## config.mk

```make
export PLATFORM = sky130hd
export DESIGN_NAME = sky130_as_sc_hs__dfxbank
export DESIGN_NICKNAME = d
export VERILOG_FILES = /design/src/rtl/sky130_as_sc_hs__dfxbank.sv
export SDC_FILE = /design/constraint.sdc
export NUM_CORES = 1
export LEC_CHECK = 0
export CAP_MARGIN = 30
export CORE_MARGIN = 2
export CORE_UTILIZATION = 45
export DETAILED_ROUTE_END_ITERATION = 8
export GPL_TIMING_DRIVEN = 0
export HOLD_SLACK_MARGIN = 0.02
export PLACE_DENSITY_LB_ADDON = 0.1
export SLEW_MARGIN = 10
export SYNTH_ARGS = -nofsm -noshare
export SYNTH_HDL_FRONTEND = slang
export SYNTH_SLANG_ARGS = --single-unit
```

## constraint.sdc

```tcl
create_clock -name CLK -period 1.7 [get_ports CLK]
set_clock_uncertainty 0.05 [all_clocks]
set_input_delay 0.34 -clock CLK [delete_from_list [all_inputs] [get_ports CLK]]
set_output_delay 0.34 -clock CLK [all_outputs]
set_load 0.005 [all_outputs]
```

## src/rtl/sky130_as_sc_hs__dfxbank.sv

```systemverilog
// Multi-stage flip-flop bank with valid tags, occupancy count and scan chain.
// Optional supply checking: define SKY130_AS_SC_HS_POWER_CHECK_EN.
module sky130_as_sc_hs__dfxbank #(
  parameter int unsigned WIDTH = 8,
  parameter int unsigned STAGES = 2,
  parameter logic [WIDTH-1:0] RESET_VAL = '0
) (
  input  logic                             CLK,
  input  logic                             RESET_B,
  input  logic                             DE,
  input  logic [WIDTH-1:0]                 D,
  input  logic                             VALID_I,
  input  logic                             SCE,
  input  logic                             SCD,
  output logic [WIDTH-1:0]                 Q,
  output logic                             VALID_O,
  output logic [$clog2(STAGES+1)-1:0]      OCC,
  output logic                             SCQ,
  input  logic                             VPWR,
  input  logic                             VGND,
  input  logic                             VPB,
  input  logic                             VNB
);

  localparam int unsigned N  = WIDTH * STAGES;
  localparam int unsigned OW = $clog2(STAGES + 1);

  // Stage k occupies bits [k*WIDTH +: WIDTH]; the scan chain is a plain
  // left shift of this vector, entering at bit 0 and leaving at bit N-1.
  logic [N-1:0]      data_q, data_d;
  logic [STAGES-1:0] vld_q, vld_d;
  logic [OW-1:0]     occ_q, occ_d;
  logic              pwr_bad;
  logic              unused_sup;

  assign unused_sup = ^{VPWR, VGND, VPB, VNB};

`ifdef SKY130_AS_SC_HS_POWER_CHECK_EN
  assign pwr_bad = (VPWR !== 1'b1) || (VGND !== 1'b0);
`else
  assign pwr_bad = 1'b0;
`endif

  always_comb begin
    data_d = data_q;
    vld_d  = vld_q;
    occ_d  = occ_q;
    if (SCE) begin
      data_d    = data_q << 1;
      data_d[0] = SCD;
    end else if (DE) begin
      data_d             = data_q << WIDTH;
      data_d[WIDTH-1:0]  = D;
      vld_d              = vld_q << 1;
      vld_d[0]           = VALID_I;
      occ_d = occ_q + OW'(VALID_I) - OW'(vld_q[STAGES-1]);
    end
  end

  always_ff @(posedge CLK) begin
    if (pwr_bad) begin
      data_q <= 'x;
      vld_q  <= 'x;
      occ_q  <= 'x;
    end else if (!RESET_B) begin
      data_q <= {STAGES{RESET_VAL}};
      vld_q  <= '0;
      occ_q  <= '0;
    end else begin
      data_q <= data_d;
      vld_q  <= vld_d;
      occ_q  <= occ_d;
    end
  end

  always_comb begin
    Q       = data_q[N-1 -: WIDTH];
    VALID_O = vld_q[STAGES-1];
    OCC     = occ_q;
    SCQ     = data_q[N-1];
    if (pwr_bad) begin
      Q       = 'x;
      VALID_O = 1'bx;
      OCC     = 'x;
      SCQ     = 1'bx;
    end
  end

endmodule
```

==> metrics.md, run 1 <==
| Metric | Value |
|---|---|
| Final global-route overflow total | `0` |
| Core area | `1980 sq um` |
| Switching share of total power | `24.6%` |
| CP required | `1310 ps` |
| Power density over cell area | `734 nW/um^2` |
| IO Pins | `30` |
| Final setup viols | `0` |
| Site Rows | `16` |
| Unrepaired setup endpoints after global routing | `no` |
| Gr busiest metal | `met2` |
| EDFF count, synth | `0` |
| Fraction of layout instances using a drive strength above 1 | `15.7%` |
| Switching power | `227 uW` |
| Seq/Total Area, Yosys | `41.8%` |
| First-pass GRT wire length | `3.22 mm` |
| Commonest cells post-synth | `dfxtp_1 (20), mux2i_1 (20), a21oi_1 (16), o21ai_0 (16), buf_4 (8)` |
| Synth area leader | `dfxtp_1` |
| Max-capacitance violation count | `0` |
| LEAKAGE | `0.543 nW` |
| Die area | `2520 sq um` |
| Total GRT Usage | `16.6%` |
| Period utilization | `97.6%` |
| CP Buf/Inv Count | `2` |
| Critical path class | `reg -> out` |
| Met1 Use GR | `21.1%` |
| Status | `finished, final reports clean` |
| Diode count | `0` |
| Worst VDD drop | `0.608 mV` |
| Reg power frac | `56.4%` |
| Clk buf depth | `2` |
| Final wirelength | `1.91 mm` |
| DRC | `0` |
| Setup TNS | `0 ps` |
| Met2 Use GR | `28.1%` |
| Num CTS Buffers | `3` |
| Worst slew pin tran | `447 ps` |
| H-Tree Depth | `1` |
| TritonCTS clock tree | `yes` |
| Syn_area_per_cell | `9.58 sq um` |
| Clock share of power | `23.5%` |
| Crit-path max cell delay | `480 ps` |
| Final Max Tran Viols | `0` |
| Crit-path max FO | `3` |
| Synth warn | `0` |
| Clk sinks | `20` |
| CTS clk-pin slew, worst paths | `100 ps` |
| Type of origin of the critical path | `flip-flop` |
| Final Wtd Congestion | `0.699` |
| Cell Area, Synth | `958 sq um` |
| Root Buffer | `clkbuf_4` |
| Critical Path AT | `1270 ps` |
| Yosys reg bits | `20` |
| IO buf count | `24` |
| Max Clk Rate | `0.603 GHz` |
| Via density | `5.03` |
| Skew-Pair Late Insertion Delay | `300 ps` |
| Total power | `924 uW` |
| Endpoints failing hold | `0` |
| Via count | `774` |
| Crit path max-delay family | `buffers and inverters` |
| Comb pwr share | `20.1%` |
| Final HPWL DP | `1.41 mm` |
| Initial antenna violation count | `0` |
| Storage cell area | `404 sq um` |
| Area occupied by multi-input gates | `439 sq um` |
| Synth top area share | `41.8%` |
| Slew headroom | `70.2%` |
| Post-synth cell types | `18` |
| Die width | `50.2 um` |
| Critical path cell sequence | `buf_4 -> clkdlybuf4s50_1` |
| Starting Density | `48.4%` |
| Fill cells | `173` |
| Synth area leaders | `dfxtp_1 (42%), mux2i_1 (21%), a21oi_1 (8.4%), o21ai_0 (8.4%), buf_4 (6.3%)` |
| DRT iter0 DRCs | `8` |
| First-pass DRT Iterations | `4` |
| Worst setup EP type | `output port` |
| Post-CTS setup buffers | `0` |
| DR WL/cell | `12.4 um` |
| Min Tclk post-route | `1660 ps` |
| Area grow syn2layout | `31.3%` |
| Post-synth net total | `120` |
| Ys async rst share | `0%` |
| Chip Height | `50.2 um` |
| Fin nets | `149` |
| Vias in the first global route | `744` |
| Internal power | `696 uW` |
| M3 GR Usage | `2.08%` |
| Slowest-stage cell, CP | `clkdlybuf4s50_1` |
| Hold Crit Class | `in -> reg` |
| Final ANT Viol Nets | `0` |
| Primary FF master, synth | `dfxtp_1` |
| Largest net degree at the start of global routing | `11` |
| Syn Inst Count | `100` |
stage by stage:
step	hold WS [ps]	std cells	utilization (%)	setup WS, ps	instance area (sq um)
after floorplan	412	100	-	370	958
after global placement	405	151	62.2	107	1230
after detailed placement	421	151	62.2	89.4	1230
after CTS	365	154	63.3	24.3	1250
after global routing	384	154	63.5	0.224	1260
final	363	154	63.5	41.4	1260
worst min-delay path, delay by kind of cell:
kind / cells / cell delay (ps)
buffers and inverters: 1 / 130
AOI/OAI and AO/OA: 1 / 120
muxes: 1 / 80
worst paths after layout:
path / start / endpoint / depth (start not counted) / slack [ps]
max: data_q[11]$_SDFFE_PN0P_ / Q[3] / 2 / 40
min: DE / data_q[11]$_SDFFE_PN0P_ / 3 / 360
max reg2reg: OCC[0]$_SDFFE_PN0P_ / OCC[1]$_SDFFE_PN0P_ / 7 / 270
min reg2reg: OCC[1]$_SDFFE_PN0P_ / OCC[1]$_SDFFE_PN0P_ / 2 / 430
timing repair:
action / CTS / global route
hold buffers: 0 / 0
setup endpoints to repair: 0 / 3
resized for setup: 0 / 3
cells in the final DEF (no fill, tap or decap):
master           instances
buf_2                    1
mux2i_1                 20
buf_4                    8
nor2b_1                  3
dfxtp_1                 17
buf_8                    1
inv_1                    3
ha_1                     2
buf_6                    1
clkbuf_1                 3
and2b_4                  1
o21ai_0                 16
nand2_1                  1
dfxtp_2                  3
nand2b_1                 1
clkbuf_2                 1
clkbuf_4                 3
clkdlybuf4s50_1         24
nand2_2                  1
a21oi_1                 16
xor2_1                   1
power groups by stage:
stage                     registers, mW  clock network (mW)  logic [mW]
final                             0.521               0.217       0.185
after global routing              0.526               0.243       0.204
after CTS                         0.520               0.226       0.187
after detailed placement          0.531                   0       0.186
after global placement            0.530                   0       0.183
after floorplan                   0.525                   0       0.108
layer usage:
layer	up-vias	part of all wire, %
met2	17	47
met1	355	47
met5	-	0
met4	0	1.9
met3	5	3.8
li1	397	-
layout make-up:
class / count / share of cell area (%)
sequential: 20 / 32.1
multi-input combinational: 62 / 34.9
buffer: 15 / 8.55
clock buffer: 3 / 1.79
tap: 27 / 2.68
timing repair buffer: 24 / 19.1
inverter: 3 / 0.895
state kept, by name, summed over array words and instances (netlist names):
signal / count
data_q: 16
OCC: 2
vld_q: 2
cell families (layout without fill, tap and decap cells):
| group | after synthesis | in the layout | synth area share, % |
|---|---|---|---|
| XOR/XNOR | 1 | 1 | 0.914 |
| adder cells (fa/ha/maj) | 2 | 2 | 2.61 |
| multiplexers | 20 | 20 | 20.9 |
| AO/OA/AOI/OAI | 32 | 32 | 16.7 |
| flip-flops | 20 | 20 | 41.8 |
| buffers and inverters | 18 | 45 | 12.4 |
| AND/OR/NAND/NOR | 7 | 7 | 4.70 |
Note: power is estimated with default switching activity, not from simulation.
==> run 2: changes to the inputs <==
Settings changed: CORE_MARGIN 2 to 3.
==> run 2 against run 1 <==
Against the previous run: critical path depth stayed put; clock power is 3% higher; utilization is 0.063 points higher; final cell count stayed put; sequential power hardly changed; via count is 0.65% lower; largest power group unchanged; highest routed layer unchanged.
==> metrics.md, run 2 (synthesis results as in run 1) <==
| Metric | Value |
|---|---|
| Status | `finished, final reports clean` |
| Max reg flops | `16 (unchanged)` |
| Slowest-stage cell, CP | `clkdlybuf4s50_1` |
| WHS Path Cells | `3 (unchanged)` |
| Max Clk Rate | `0.604 GHz (+0.15%)` |
| Period utilization | `97.4% (-0.15 points)` |
| Critical Path AT | `1270 ps (about the same)` |
| Worst reg2reg startpoint | `OCC[0]$_SDFFE_PN0P_` |
| Hold Crit Class | `in -> reg` |
| Root Buffer | `clkbuf_4` |
| Hold Path Origin | `DE` |
| Hold-fix buffers, CTS | `0 (unchanged)` |
| FF-to-FF setup slack | `310 ps (+40 ps)` |
| WHS Endpoint | `data_q[8]$_SDFFE_PN0P_` |
| Final wirelength | `1.90 mm (-0.31%)` |
| First-pass DRT Iterations | `4 (unchanged)` |
| IO Pins | `30 (unchanged)` |
| TritonCTS clock tree | `yes` |
| Power density over cell area | `737 nW/um^2 (+0.47%)` |
| Clk buf depth | `2 (unchanged)` |
| CP required | `1310 ps (about the same)` |
| First-pass GRT wire length | `3.24 mm (+0.65%)` |
| Worst R2R Path Depth | `7 (unchanged)` |
| Num CTS Buffers | `3 (unchanged)` |
| DR WL/cell | `12.4 um (-0.31%)` |
| Largest net degree at the start of global routing | `11 (unchanged)` |
| Die area | `2720 sq um (+8.1%)` |
| Diode count | `0 (unchanged)` |
| Final HPWL DP | `1.38 mm (-1.7%)` |
| Fraction of layout instances using a drive strength above 1 | `16.5% (+0.79 points)` |
| Crit-path max FO | `3 (unchanged)` |
| Max-capacitance violation count | `0 (unchanged)` |
| Skew-Pair Late Insertion Delay | `300 ps (about the same)` |
| Crit-path max cell delay | `480 ps (about the same)` |
| LEAKAGE | `0.543 nW (about the same)` |
| Critical path cell sequence | `buf_4 -> clkdlybuf4s50_1` |
| IO buf count | `24 (unchanged)` |
| Area grow syn2layout | `31.5% (about the same)` |
| Critical path class | `reg -> out` |
| Worst VDD drop | `0.524 mV (-14%)` |
| Unrepaired setup endpoints after global routing | `no` |
| RR Endpoint | `OCC[1]$_SDFFE_PN0P_` |
| DRT iter0 DRCs | `11 (+3)` |
| Storage cell area | `405 sq um (+0.31%)` |
| Final Max Tran Viols | `0 (unchanged)` |
| Starting Density | `48.4% (unchanged)` |
| Type of origin of the critical path | `flip-flop` |
| Setup TNS | `0 ps (unchanged)` |
| DRC | `0 (unchanged)` |
| Final ANT Viol Nets | `0 (unchanged)` |
| Most common cell after layout, fill and taps aside | `clkdlybuf4s50_1` |
| Worst setup EP type | `output port` |
| Min Tclk post-route | `1660 ps (-2.48 ps)` |
| Final global-route overflow total | `0 (unchanged)` |
| Fin nets | `149 (unchanged)` |
| Slew headroom | `71.7% (+1.4 points)` |
| Via count | `769 (-0.65%)` |
| Fill cells | `178 (+2.9%)` |
| H-Tree Depth | `1 (unchanged)` |
| Final setup viols | `0 (unchanged)` |
| Util after Layout | `63.6% (about the same)` |
| Initial antenna violation count | `0 (unchanged)` |
| Total GRT Usage | `16.2% (-0.30 points)` |
| Site Rows | `16 (unchanged)` |
| Clk sinks | `20 (unchanged)` |
| Chip Height | `52.2 um (+4.0%)` |
| Most frequent cells in the layout | `clkdlybuf4s50_1 (24), mux2i_1 (20), dfxtp_1 (16), o21ai_0 (16), a21oi_1 (16)` |
| Via density | `4.99 (-0.65%)` |
| Final Wtd Congestion | `0.717 (+2.6%)` |
| CTS clk-pin slew, worst paths | `110 ps (about the same)` |
| Die width | `52.2 um (+4.0%)` |
| Worst slew pin tran | `425 ps (-21.4 ps)` |
| Vias in the first global route | `739 (-0.67%)` |
| Area occupied by multi-input gates | `439 sq um (unchanged)` |
| Largest reg by FF count | `data_q` |
| Core area | `1980 sq um (unchanged)` |
| Endpoints failing hold | `0 (unchanged)` |
## run 2: report_power, final
part / switching [mW] / internal [mW]
registers: 0.0213 / 0.500
clock network: 0.141 / 0.0826
logic: 0.0703 / 0.114
## run 2: area by class of cell
type | count | area share (%)
plain buffers | 15 | 8.54
clock buffers | 3 | 1.79
inverters | 3 | 0.894
multi-input cells | 62 | 34.9
flip-flops and latches | 20 | 32.2
well taps | 27 | 2.68
repair buffers | 24 | 19.1
## run 2: metal layers
layer | vias up | share of wire (%) | track usage, %
li1 | 393 | - | -
met1 | 350 | 45 | 19.1
met2 | 21 | 48 | 27.2
met3 | 5 | 5.6 | 4.30
met4 | 0 | 1.9 | 7.66
met5 | - | 0 | 0
## run 2: worst max-delay path by stage
| stage | start | to | slack [ps] | cells past startpoint |
|---|---|---|---|---|
| global placement | RESET_B | data_q[15]$_SDFFE_PN0P_ | 100 | 4 |
| global route | data_q[14]$_SDFFE_PN0P_ | Q[6] | 6 | 2 |
| floorplan | OCC[0]$_SDFFE_PN0P_ | OCC[1]$_SDFFE_PN0P_ | 370 | 7 |
| CTS | data_q[9]$_SDFFE_PN0P_ | Q[1] | 30 | 2 |
| detailed placement | RESET_B | data_q[12]$_SDFFE_PN0P_ | 80 | 4 |
| finish | data_q[10]$_SDFFE_PN0P_ | Q[2] | 40 | 2 |
## run 2: critical path: cells and delay by family (launching register included)
| kind | cells | cell delay (ps) |
|---|---|---|
| DFF | 1 | 370 |
| buffers and inverters | 2 | 600 |
## run 2: stage by stage
stage	std cells	hold WS [ps]	setup WS, ps	total power, mW	cell area, sq um
global placement	151	406	98.6	0.713	1230
global route	154	383	5.96	0.976	1260
CTS	154	352	30.2	0.938	1250
finish	154	363	43.9	0.929	1260
detailed placement	151	423	76.4	0.716	1230
floorplan	100	412	370	0.633	958
## run 2: timing repair
| action | 4_1_cts | 5_1_grt |
|---|---|---|
| setup endpoints to repair | 0 | 4 |
| setup buffers | 0 | 0 |
| gates resized for setup | 0 | 4 |
==> run 3: changes to the inputs <==
==> constraint.sdc (replaced) <==
create_clock -name CLK -period 1.7 [get_ports CLK]
set_clock_uncertainty 0.05 [all_clocks]
set_input_delay 0.34 -clock CLK [delete_from_list [all_inputs] [get_ports CLK]]
set_output_delay 0.34 -clock CLK [all_outputs]
set_load 0.02 [all_outputs]
==> run 3 against run 2 <==
Against the previous run: design area down 0.60%; flip-flop and latch count unchanged; register-to-register slack about the same; critical path type unchanged; global-route usage down 0.060 points; die area unchanged; sequential share of layout area down 0.21 points; maximum frequency up 0.32%; combinational power up 5%.
==> metrics.md, run 3 (synthesis results as in run 1) <==
| Metric | Value |
|---|---|
| Fin nets | `149 (unchanged)` |
| Area grow syn2layout | `30.7%` |
| IO buf count | `24 (unchanged)` |
| Root Buffer | `clkbuf_4` |
| Worst slew pin tran | `433 ps (+8.17 ps)` |
| CP Buf/Inv Count | `1 (-1)` |
| Min Tclk post-route | `1650 ps (-5.27 ps)` |
| Crit-path max cell delay | `600 ps (+120 ps)` |
| Max Clk Rate | `0.606 GHz (+0.32%)` |
| Post-CTS setup buffers | `0 (unchanged)` |
| Slew headroom | `71.1% (-0.54 points)` |
| Power density over cell area | `750 nW/um^2 (+1.7%)` |
| Worst path depth | `1 (-1)` |
| Max reg flops | `16 (unchanged)` |
| Final wirelength | `1.92 mm (+1.0%)` |
| H-Tree Depth | `1 (unchanged)` |
| Chip Height | `52.2 um (unchanged)` |
| CP required | `1310 ps (about the same)` |
| IO Pins | `30 (unchanged)` |
| First-pass GRT wire length | `3.23 mm (-0.43%)` |
| LEAKAGE | `0.625 nW (+15%)` |
| Worst Slack Setup Final | `49.1 ps (+5.27 ps)` |
| Hold-fix buffers, CTS | `0 (unchanged)` |
| Via count | `769 (unchanged)` |
| Initial antenna violation count | `0 (unchanged)` |
| Critical path class | `reg -> out` |
| Final global-route overflow total | `0 (unchanged)` |
| DRT iter0 DRCs | `9 (-2)` |
| Period utilization | `97.1% (-0.31 points)` |
| TritonCTS clock tree | `yes` |
| Clk sinks | `20 (unchanged)` |
| Setup TNS | `0 ps (unchanged)` |
| Via density | `4.99 (unchanged)` |
| Num CTS Buffers | `3 (unchanged)` |
| Critical path cell sequence | `clkdlybuf4s50_1` |
| Clk buf depth | `2 (unchanged)` |
| Fill cells | `181 (+1.7%)` |
| Fraction of layout instances using a drive strength above 1 | `13.4% (-3.1 points)` |
| Placed Area | `1230 sq um (unchanged)` |
| Largest net degree at the start of global routing | `11 (unchanged)` |
| Worst R2R Path Depth | `7 (unchanged)` |
| Crit-path max FO | `3 (unchanged)` |
| Die area | `2720 sq um (unchanged)` |
| Final Max Tran Viols | `0 (unchanged)` |
| Worst setup EP type | `output port` |
| Starting Density | `48.4% (unchanged)` |
| Largest reg by FF count | `data_q` |
| Crit path max-delay family | `buffers and inverters` |
| M3 GR Usage | `4.30% (unchanged)` |
| Max-capacitance violation count | `0 (unchanged)` |
| WHS Path Cells | `3 (unchanged)` |
| Unrepaired setup endpoints after global routing | `no` |
| Hold Crit Class | `in -> reg` |
| Met2 Use GR | `27.2% (unchanged)` |
| Core area | `1980 sq um (unchanged)` |
| Vias in the first global route | `735 (-0.54%)` |
| DRC | `0 (unchanged)` |
| Slowest-stage cell, CP | `clkdlybuf4s50_1` |
| Diode count | `0 (unchanged)` |
| Pre-CTS setup slack | `76.4 ps (unchanged)` |
| Most frequent cells in the layout | `dfxtp_1 (20), mux2i_1 (20), o21ai_0 (16), a21oi_1 (16), clkdlybuf4s50_1 (13)` |
| Site Rows | `16 (unchanged)` |
| Final Wtd Congestion | `0.717 (unchanged)` |
| Total power | `939 uW (+1.1%)` |
| CTS clk-pin slew, worst paths | `110 ps (about the same)` |
| Skew-Pair Late Insertion Delay | `300 ps (about the same)` |
| First-pass DRT Iterations | `4 (unchanged)` |
| Type of origin of the critical path | `flip-flop` |
| Final setup viols | `0 (unchanged)` |
| Gr busiest metal | `met2` |
| Total GRT Usage | `16.2% (-0.060 points)` |
| Final ANT Viol Nets | `0 (unchanged)` |
| Worst VDD drop | `0.529 mV (+0.95%)` |
| Status | `finished, final reports clean` |
| Critical Path AT | `1260 ps (about the same)` |
| Met1 Use GR | `19.0% (-0.18 points)` |
| Die width | `52.2 um (unchanged)` |
| Design Area, Final | `1250 sq um (-0.60%)` |
| Endpoints failing hold | `0 (unchanged)` |
| DR WL/cell | `12.5 um (+1.0%)` |
| Final HPWL DP | `1.38 mm (unchanged)` |
==> run 3: cell types whose count changed in the layout (fill, tap and decap cells not counted) <==
| cell | before | now |
|---|---|---|
| dlymetal6s2s_1 | 0 | 3 |
| dfxtp_1 | 16 | 20 |
| clkdlybuf4s50_1 | 24 | 13 |
| dlygate4sd2_1 | 0 | 8 |
| dfxtp_2 | 4 | 0 |
==> run 3: power breakdown <==
| group | internal (mW) | switching (mW) |
|---|---|---|
| Clock | 0.0827 | 0.143 |
| Combinational | 0.105 | 0.0887 |
| Sequential | 0.499 | 0.0211 |
| Total | 0.687 | 0.253 |
==> run 3: layer usage <==
layer	part of all wire, %	vias to the layer above
met5	0	-
met4	1.9	0
met3	5.4	5
met2	48	16
met1	44	355
li1	-	393
==> run 3: stage by stage <==
step	cells	util (%)	hold WS [ps]
6_report	154	63.2	364
5_1_grt	154	63.2	383
4_1_cts	154	62.8	352
3_5_place_dp	151	62.2	423
3_3_place_gp	151	62.2	406
2_1_floorplan	100	-	432
==> run 3: path summary, 6_finish.rpt <==
check	startpoint	to	slack (ps)
max	data_q[15]$_SDFFE_PN0P_	SCQ	50
min	DE	data_q[8]$_SDFFE_PN0P_	360
max reg2reg	OCC[0]$_SDFFE_PN0P_	OCC[1]$_SDFFE_PN0P_	320
min reg2reg	OCC[1]$_SDFFE_PN0P_	OCC[1]$_SDFFE_PN0P_	430
==> run 3: what timing repair did <==
item	in CTS	in global routing
gates resized for setup	8	3
setup endpoints to repair	8	3
cloned	0	0
pin swaps	0	0
==> run 3: final cells by class <==
class	count	area, sq um	share of cell area [%]
plain buffers	15	108	8.59
multi-input cells	62	439	35.1
well taps	27	33.8	2.70
repair buffers	24	238	19.0
flip-flops and latches	20	400	32.0
clock buffers	3	22.5	1.80
inverters	3	11.3	0.899
